**config.mk**
```make
export PLATFORM = sky130hd
export DESIGN_NAME = ars_bk_round_ctrl
export DESIGN_NICKNAME = d
export VERILOG_FILES = /design/src/rtl/ars_bk_round_ctrl.sv
export SDC_FILE = /design/constraint.sdc
export NUM_CORES = 1
export LEC_CHECK = 0
export CAP_MARGIN = 20
export CORE_AREA = 3 3 163 165
export DETAILED_ROUTE_END_ITERATION = 10
export DIE_AREA = 0 0 166 168
export PLACE_DENSITY = 0.7
export SKIP_LAST_GASP = 1
export SLEW_MARGIN = 40
export SYNTH_ARGS = -nofsm -noshare
export SYNTH_HDL_FRONTEND = slang
export SYNTH_SLANG_ARGS = --single-unit
```
**constraint.sdc**
```tcl
create_clock -name clk -period 5.51 [get_ports clk]
set_clock_uncertainty 0.05 [all_clocks]
set_input_delay 0.8265 -clock clk [delete_from_list [all_inputs] [get_ports clk]]
set_output_delay 0.8265 -clock clk [all_outputs]
set_load 0.03 [all_outputs]
```
**src/rtl/ars_bk_round_ctrl.sv**
```systemverilog
// Round controller for a 32-round, four-word shifting block transform.
// The four state words are exposed so that an external round function
// can compute X(i+4). That word comes back on f_in and is shifted in at
// each RUN edge. After 32 rounds the block is presented in reversed word
// order and held until downstream accepts it.
module ars_bk_round_ctrl #(
    parameter int BWIDTH = 32
) (
    input  logic                  clk,
    input  logic                  rst,
    input  logic                  start,
    input  logic [0:4*BWIDTH-1]   din,
    input  logic [0:BWIDTH-1]     f_in,
    output logic [0:BWIDTH-1]     x0_out,
    output logic [0:BWIDTH-1]     x1_out,
    output logic [0:BWIDTH-1]     x2_out,
    output logic [0:BWIDTH-1]     x3_out,
    output logic [4:0]            rnd_idx,
    output logic                  busy,
    output logic                  out_valid,
    input  logic                  out_ready,
    output logic [0:4*BWIDTH-1]   dout
);

    typedef enum logic [1:0] {
        S_IDLE = 2'd0,
        S_RUN  = 2'd1,
        S_DONE = 2'd2
    } state_t;

    state_t state_q;
    state_t state_d;

    logic [0:BWIDTH-1] x_q [0:3];
    logic [0:BWIDTH-1] x_d [0:3];
    logic [4:0]        rnd_q;
    logic [4:0]        rnd_d;
    logic              last_round;

    assign last_round = (rnd_q == 5'd31);

    // State register; reset takes effect immediately, without a clock edge.
    always_ff @(posedge clk or posedge rst) begin
        if (rst) begin
            state_q <= S_IDLE;
        end else begin
            state_q <= state_d;
        end
    end

    // Next-state decode. start only matters in IDLE and out_ready only in DONE.
    always_comb begin
        state_d = state_q;
        case (state_q)
            S_IDLE:  if (start)      state_d = S_RUN;
            S_RUN:   if (last_round) state_d = S_DONE;
            S_DONE:  if (out_ready)  state_d = S_IDLE;
            default: state_d = S_IDLE;
        endcase
    end

    // Output decode. dout is gated so that it reads zero whenever no result is offered.
    always_comb begin
        busy      = (state_q != S_IDLE);
        out_valid = (state_q == S_DONE);
        dout      = '0;
        if (state_q == S_DONE) begin
            dout = {x_q[3], x_q[2], x_q[1], x_q[0]};
        end
    end

    // Datapath next values: load on start, shift in f_in while running, hold otherwise.
    always_comb begin
        for (int k = 0; k < 4; k++) begin
            x_d[k] = x_q[k];
        end
        rnd_d = rnd_q;
        case (state_q)
            S_IDLE: begin
                if (start) begin
                    for (int k = 0; k < 4; k++) begin
                        x_d[k] = din[k*BWIDTH +: BWIDTH];
                    end
                    rnd_d = 5'd0;
                end
            end
            S_RUN: begin
                x_d[0] = x_q[1];
                x_d[1] = x_q[2];
                x_d[2] = x_q[3];
                x_d[3] = f_in;
                rnd_d  = last_round ? 5'd0 : (rnd_q + 5'd1);
            end
            default: begin
                // DONE holds the finished block; f_in is not looked at.
            end
        endcase
    end

    // Datapath registers; every output below comes straight from these flops.
    always_ff @(posedge clk or posedge rst) begin
        if (rst) begin
            for (int k = 0; k < 4; k++) begin
                x_q[k] <= '0;
            end
            rnd_q <= 5'd0;
        end else begin
            for (int k = 0; k < 4; k++) begin
                x_q[k] <= x_d[k];
            end
            rnd_q <= rnd_d;
        end
    end

    assign x0_out  = x_q[0];
    assign x1_out  = x_q[1];
    assign x2_out  = x_q[2];
    assign x3_out  = x_q[3];
    assign rnd_idx = rnd_q;

endmodule

```
==> summary.txt, run 1 <==
Drt
  – Post-detailed-route DRC marker count: 0
  – Violation count after the first detailed-route iteration: 392
  – DR vias/cell: 4.879
  – Pre-Repair DR Iteration Count: 5
  – Remaining antenna violation count after routing: 0
  – Wire length reported by the detailed router: 29900 um
  – Wire length per cell: 18.67 um
  – Overall via count from detail_route: 7812

Worst setup path
  – Startpoint of the worst-slack reg-to-reg timing path: state_q[0]
  – Required time of the critical path: 4.63 ns
  – Largest delay share family, worst path: buffers and inverters
  – Worst Setup Path Type: register to output pin
  – Buffering stage count on the worst path with inverters included: 2
  – Type of destination of the critical path: output pin
  – Slowest stage delay, CP: 0.86 ns
  – Slowest CP cell: sky130_fd_sc_hd__dfrtp_4
  – Worst-path maximum fanout: 68
  – Worst setup path startpoint: state_q[1]
  – List of cells traversed by the critical path: and2b_4, buf_12, and2_1, clkdlybuf4s50_1
  – Type of origin of the critical path: register
  – Data arrival time of the worst path: 2.86 ns

Clock network
  – Number of H-tree branching levels: 4
  – Cts hold-fix bufs: 0
  – Clock root buffer: sky130_fd_sc_hd__clkbuf_16
  – Clock slew at reported path FFs: 0.06 ns
  – Clock insertion delay at the later pin of the skew report: 0.42 ns
  – Maximum number of buffers from clock root to sink: 2
  – TritonCTS clock tree: yes
  – Total CTS buffers: 17
  – Setup Fix Bufs, Post-CTS: 0
  – CTS sink cnt: 135
  – PostCTS Resize Cnt: 0

Place
  – Routability congestion estimate: 0.8079
  – Post-Place Worst Slack: 2.205 ns
  – Number of port buffers: 426
  – Total half-perimeter wirelength after legalization and detailed placement: 21430 um

Global route
  – GRT overflow: 0
  – Pin count of the biggest net entering global routing: 106
  – Number of global-route vias before repair: 7547
  – Antenna violations before repair: 1
  – GRT Total Usage: 0.2073
  – First-pass GRT wire length: 45800 um

Pwr
  – Total power consumption of the routed design: 5.798 mW
  – P_leak: 5.498 nW
  – Cell Pwr Density: 459.5 nW/um2
  – Worst supply voltage drop on vdd: 0.2791 mV

Floorplan
  – # IOs: 427
  – Count of standard-cell rows: 58
  – Die Footprint: 27890 um2
  – Core Box Area: 25180 um2
  – Horizontal die dimension: 166 um
  – Vertical die dimension: 168 um
  – Effective utilization at floorplan: 0.3057

Synthesis
  – Seq/Total Area, Yosys: 0.4389
  – Synthesis warning total: 0
  – Post-synthesis cell type count: 27
  – Post-synthesis cell count: 889
  – Cell area after synthesis: 7697 um2
  – Mean cell area of the mapped netlist: 8.658 um2
  – Predominant post-synthesis flop cell: sky130_fd_sc_hd__dfrtp_1
  – Post-synthesis net count: 1055
  – Seq cells post-synth: 135
  – Synth async-reset ratio: 1.000
  – Number of flops mapped to enable cells by yosys: 0

Run status
  – Result of the run: finished clean

Job
  – # Max-Cap Violations: 0

Timing
  – Setup repair after global routing missed its margin: no
  – Sum Neg Setup Slack: 0 ns
  – Headroom to the max-slew limit: 0.4707
  – Max Clk Rate: 267.9 MHz
  – Hold violation count in the final report: 0
  – Time the worst path needs with I/O delays and setup: 3.733 ns
  – Slew at the pin closest to its max-slew limit: 0.7919 ns
  – Final Worst Setup Slack: 1.777 ns
  – Tcrit/Tclk final: 0.6775
  – Pins Over Slew Limit: 0
  – Finish-stage setup viols: 0

Final layout
  – Area growth syn-to-layout: 63.90%
  – Most common cell after layout, fill and taps aside: sky130_fd_sc_hd__clkdlybuf4s50_1
  – Share of post-route cells with drive strength above 1: 0.03701
  – Most used cells in the layout excluding fill and tap cells: sky130_fd_sc_hd__clkdlybuf4s50_1 (425), sky130_fd_sc_hd__dfrtp_1 (133), sky130_fd_sc_hd__a21oi_1 (131), sky130_fd_sc_hd__and2_1 (128), sky130_fd_sc_hd__nand2_1 (126)
  – Layout net count: 1423

Hold path
  – Tightest Hold Check Type: register to register
  – Hold_sp: x0_out[28]
[layout make-up]
| type | instances | area (um2) |
|---|---|---|
| Antenna cell | 1 | 2.502 |
| Clock inverter | 13 | 121.4 |
| Multi-Input combinational cell | 666 | 3877 |
| Inverter | 2 | 15.01 |
| Clock buffer | 19 | 442.9 |
| Fill cell | 2432 | 12570 |
| Timing Repair Buffer | 435 | 4358 |
| Sequential cell | 135 | 3386 |
| Tap cell | 330 | 412.9 |
[cell families after synthesis]
kind of cell | count (synthesis) | synth area share
compound gates | 270 | 0.1806
fa+ha+maj | 2 | 0.003250
flops | 135 | 0.4389
buf+inv | 88 | 0.05771
simple gates | 393 | 0.3183
mux | 1 | 0.001300
[synthesized netlist by cell type, types with 2 or more instances]
library cell                 n  area share
sky130_fd_sc_hd__nor2_1      2     0.00098
sky130_fd_sc_hd__a22oi_1     4      0.0039
sky130_fd_sc_hd__buf_2      33       0.021
sky130_fd_sc_hd__dfrtp_1   135        0.44
sky130_fd_sc_hd__nand2_1   126       0.061
sky130_fd_sc_hd__nand2b_1    2      0.0016
sky130_fd_sc_hd__o21ai_0    51       0.033
sky130_fd_sc_hd__nor2b_1     5      0.0041
sky130_fd_sc_hd__clkbuf_2   10      0.0065
sky130_fd_sc_hd__buf_6       2      0.0029
sky130_fd_sc_hd__and2b_1     2      0.0020
sky130_fd_sc_hd__clkbuf_1   28       0.014
sky130_fd_sc_hd__buf_4      12       0.012
sky130_fd_sc_hd__inv_1       2     0.00098
sky130_fd_sc_hd__and2_1    128        0.10
sky130_fd_sc_hd__o21ai_1    79       0.051
sky130_fd_sc_hd__a22o_1      4      0.0046
sky130_fd_sc_hd__ha_1        2      0.0033
sky130_fd_sc_hd__and3b_1   124        0.14
sky130_fd_sc_hd__a21oi_1   131       0.085
[report_power, final]
group	internal, mW	leakage (nW)	switching, mW
clock	0.637	0.263	0.459
sequential	1.41	1.61	0.591
combinational	1.17	3.63	1.52
total	3.22	5.50	2.57
[routing by layer]
layer  GRT usage  part of all wire
met1      0.2749              0.44
met2      0.3416              0.48
met3     0.04344             0.063
met4     0.06510             0.019
met5           0                 0
[flip-flops by register name (all words and copies together), names as in the netlist]
name     flops
x0_out      32
x1_out      32
x2_out      32
x3_out      32
rnd_idx      5
state_q      2
[worst reg2reg max path, cell delays in order, from the launching register on]
cell                       delay (ns)
sky130_fd_sc_hd__dfrtp_4         0.71
sky130_fd_sc_hd__buf_6           0.38
sky130_fd_sc_hd__o21bai_4        0.79
sky130_fd_sc_hd__buf_4           0.62
sky130_fd_sc_hd__nand2_1         0.16
sky130_fd_sc_hd__o21ai_1         0.10
[worst paths after layout]
| check | to | slack, ns | cells after the start |
|---|---|---|---|
| setup / recovery | dout[116] | 1.78 | 4 |
| hold / removal | x0_out[28] | 0.45 | 2 |
| setup reg to reg | x2_out[6] | 2.61 | 5 |
| hold reg to reg | x0_out[28] | 0.45 | 2 |
| max in group asynchronous | x1_out[13] | 3.40 | 3 |
| min in group asynchronous | x0_out[8] | 0.83 | 2 |
[through the flow]
step                area [um2]  utilization  hold WS, ns  instances
floorplan                 7697            -       0.6073        889
global placement         12000       0.4766       0.4356       1566
detailed placement       12050       0.4784       0.4425       1568
CTS                      12610       0.5008       0.4556       1600
global route             12620       0.5010       0.4881       1601
finish                   12620       0.5010       0.4463       1601
No activity file was read; power rests on OpenSTA's default activity.
==> run 2: changes to the inputs <==
clock period = 3.7 ns   (was 5.51 ns; I/O delays follow)
==> summary.txt, run 2 (synthesis gave the netlist of run 1 again) <==
Hold path
  – Min-Delay Endpoint: x0_out[14] (was x0_out[28])
  – Number of stages on the worst hold path: 2 (unchanged)
  – Hold_sp: x0_out[14] (was x0_out[28])
  – Tightest Hold Check Type: register to register (unchanged)

Clock network
  – Clock root buffer: sky130_fd_sc_hd__clkbuf_16 (unchanged)
  – CTS sink cnt: 135 (unchanged)
  – Maximum number of buffers from clock root to sink: 2 (unchanged)
  – Cts hold-fix bufs: 0 (unchanged)
  – PostCTS Resize Cnt: 0 (unchanged)
  – Number of H-tree branching levels: 4 (unchanged)
  – Clock insertion delay at the later pin of the skew report: 0.41 ns (was 0.42 ns)
  – Total CTS buffers: 17 (unchanged)
  – TritonCTS clock tree: yes (unchanged)
  – Clock slew at reported path FFs: 0.06 ns (about the same)
  – Setup Fix Bufs, Post-CTS: 0 (unchanged)

Final layout
  – Final core utilization: 0.5077 (was 0.5010)
  – Layout net count: 1425 (was 1423)
  – Area growth syn-to-layout: 66.08% (was 63.90%)
  – Share of post-route cells with drive strength above 1: 0.04091 (was 0.03701)
  – Most used cells in the layout excluding fill and tap cells: sky130_fd_sc_hd__clkdlybuf4s50_1 (421), sky130_fd_sc_hd__dfrtp_1 (133), sky130_fd_sc_hd__a21oi_1 (131), sky130_fd_sc_hd__and2_1 (128), sky130_fd_sc_hd__nand2_1 (126) (was sky130_fd_sc_hd__clkdlybuf4s50_1 (425), sky130_fd_sc_hd__dfrtp_1 (133), sky130_fd_sc_hd__a21oi_1 (131), sky130_fd_sc_hd__and2_1 (128), sky130_fd_sc_hd__nand2_1 (126))
  – Finished Layout Cells: 1601 (unchanged)
  – Filler instances: 2389 (was 2432)
  – Sequential Area: 3386 um2 (unchanged)
  – Most common cell after layout, fill and taps aside: sky130_fd_sc_hd__clkdlybuf4s50_1 (unchanged)
  – # diodes: 0 (was 1)
  – Total area of multi-input combinational cells: 3877 um2 (unchanged)

Pwr
  – Power share of the clock group: 0.216 (was 0.189)
  – Internal power consumption: 5.158 mW (was 3.224 mW)
  – P_leak: 5.597 nW (was 5.498 nW)
  – Switching share of power: 0.4221 (was 0.4439)
  – Share of total power in sequential cells: 0.325 (was 0.346)
  – Cell Pwr Density: 698.2 nW/um2 (was 459.5 nW/um2)
  – Net switching component of the power: 3.768 mW (was 2.573 mW)
  – Combinational share of power: 0.458 (was 0.465)
  – Worst supply voltage drop on vdd: 0.3304 mV (was 0.2791 mV)

Global route
  – Grt met3 use: 0.05095 (was 0.04344)
  – Antenna violations before repair: 0 (was 1)
  – Met1 capacity usage during global routing: 0.2632 (was 0.2749)
  – GRT Total Usage: 0.2041 (was 0.2073)
  – Pin count of the biggest net entering global routing: 259 (was 106)
  – Number of global-route vias before repair: 7657 (was 7547)
  – GRT overflow: 0 (unchanged)
  – Top Usage Layer GRT: met2 (unchanged)
  – Met2 track demand over resource in global routing: 0.3432 (was 0.3416)
  – First-pass GRT wire length: 45360 um (was 45800 um)

Floorplan
  – Vertical die dimension: 168 um (unchanged)
  – Count of standard-cell rows: 58 (unchanged)
  – Core Box Area: 25180 um2 (unchanged)
  – Die Footprint: 27890 um2 (unchanged)
  – Effective utilization at floorplan: 0.3057 (unchanged)
  – Horizontal die dimension: 166 um (unchanged)
  – # IOs: 427 (unchanged)

Timing
  – Tcrit/Tclk final: 0.8532
  – Hold violation count in the final report: 0 (unchanged)
  – Time the worst path needs with I/O delays and setup: 3.157 ns
  – Headroom to the max-slew limit: 0.4804 (was 0.4707)
  – Setup repair after global routing missed its margin: no (unchanged)
  – Slew at the pin closest to its max-slew limit: 0.7794 ns (was 0.7919 ns)
  – Max Clk Rate: 316.8 MHz
  – Pins Over Slew Limit: 0 (unchanged)
  – Sum Neg Setup Slack: 0 ns (unchanged)
  – Tightest hold margin: 0.4521 ns (was 0.4463 ns)
  – Finish-stage setup viols: 0 (unchanged)

Worst setup path
  – Type of origin of the critical path: register (unchanged)
  – Type of destination of the critical path: output pin (unchanged)
  – Destination of the worst register-to-register timing path: x3_out[2] (was x2_out[6])
  – Worst-case reg-to-reg path depth: 5 (unchanged)
  – Required time of the critical path: 3.09 ns (was 4.63 ns)
  – Worst-path maximum fanout: 41 (was 68)
  – Startpoint of the worst-slack reg-to-reg timing path: state_q[1] (was state_q[0])
  – Reg2Reg Setup Slack: 1.13 ns (was 2.61 ns)
  – Worst Setup Path Type: register to output pin (unchanged)
  – Data arrival time of the worst path: 2.55 ns (was 2.86 ns)

Place
  – Number of port buffers: 426 (unchanged)
  – Instance count after placement with tap cells included: 1569 (was 1568)
  – Total half-perimeter wirelength after legalization and detailed placement: 21100 um (was 21430 um)
  – Routability congestion estimate: 0.8125 (was 0.8079)

Drt
  – Overall via count from detail_route: 7831 (was 7812)
  – DR vias/cell: 4.891 (was 4.879)
  – Post-detailed-route DRC marker count: 0 (unchanged)
  – Wire length reported by the detailed router: 29410 um (was 29900 um)
  – Remaining antenna violation count after routing: 0 (unchanged)
  – Pre-Repair DR Iteration Count: 6 (was 5)
  – Wire length per cell: 18.37 um (was 18.67 um)
  – Violation count after the first detailed-route iteration: 386 (was 392)

Job
  – # Max-Cap Violations: 0 (unchanged)

Run status
  – Result of the run: finished clean (unchanged)
-- run 2: changes by cell type in the layout (fill, tap and decap cells not counted), moves of 2 or more --
cell,previous run,this run
sky130_fd_sc_hd__clkinvlp_4,5,2
sky130_fd_sc_hd__clkdlybuf4s50_1,425,421
sky130_fd_sc_hd__buf_4,7,9
sky130_fd_sc_hd__inv_6,4,1
sky130_fd_sc_hd__buf_12,2,6
sky130_fd_sc_hd__bufinv_16,1,6
-- run 2: through the flow --
| step | setup slack [ns] | power (mW) | area [um2] |
|---|---|---|---|
| after floorplan | 1.416 | 5.027 | 7701 |
| after global placement | 1.029 | 6.978 | 12090 |
| after detailed placement | 0.9553 | 7.044 | 12090 |
| after CTS | 0.5119 | 9.006 | 12760 |
| after global routing | 0.4269 | 9.443 | 12780 |
| final | 0.5431 | 8.925 | 12780 |
-- run 2: power groups by stage --
stage | clock, mW | combinational [mW] | sequential (mW)
final | 1.93 | 4.09 | 2.91
after global routing | 2.04 | 4.38 | 3.02
after CTS | 1.97 | 4.11 | 2.92
after detailed placement | 0 | 4.10 | 2.94
after global placement | 0 | 4.05 | 2.93
after floorplan | 0 | 1.20 | 3.83
-- run 2: area by class of cell --
cell class | count | share of cell area
clock buffer | 19 | 0.03465
clock inverter | 12 | 0.01752
inverter | 2 | 0.0008809
multi-input combinational | 666 | 0.3033
sequential | 135 | 0.2649
tap | 330 | 0.03230
timing repair buffer | 437 | 0.3465
-- run 2: worst max-delay path by stage --
stage | startpoint | end | slack [ns] | cells after the start
6_report | state_q[0] | dout[116] | 0.54 | 4
3_3_place_gp | state_q[0] | dout[86] | 1.03 | 4
5_1_grt | state_q[0] | dout[85] | 0.43 | 4
4_1_cts | state_q[0] | dout[116] | 0.51 | 4
2_1_floorplan | rst | rnd_idx[0] | 1.42 | 1
3_5_place_dp | state_q[0] | dout[116] | 0.96 | 4
-- run 2: worst max-delay path, cell delays in order (launching register included) --
cell and delay, ns:
sky130_fd_sc_hd__dfrtp_4 0.48, sky130_fd_sc_hd__and2b_4 0.40, sky130_fd_sc_hd__buf_4 0.36, sky130_fd_sc_hd__and2_1 0.20
sky130_fd_sc_hd__clkdlybuf4s50_1 0.67
-- run 2: metal layers --
layer	wire length (um)	part of all wire
met1	12430	0.42
met4	631	0.021
met2	14280	0.49
met3	2063	0.070
met5	0	0
==> run 3: changes to the inputs <==
CAP_MARGIN = 25   (was 20)
CTS_CLUSTER_SIZE = 24   (was unset)
==> results of run 3 <==
No change in the layout: final DEF, timing and power equal those of run 2.
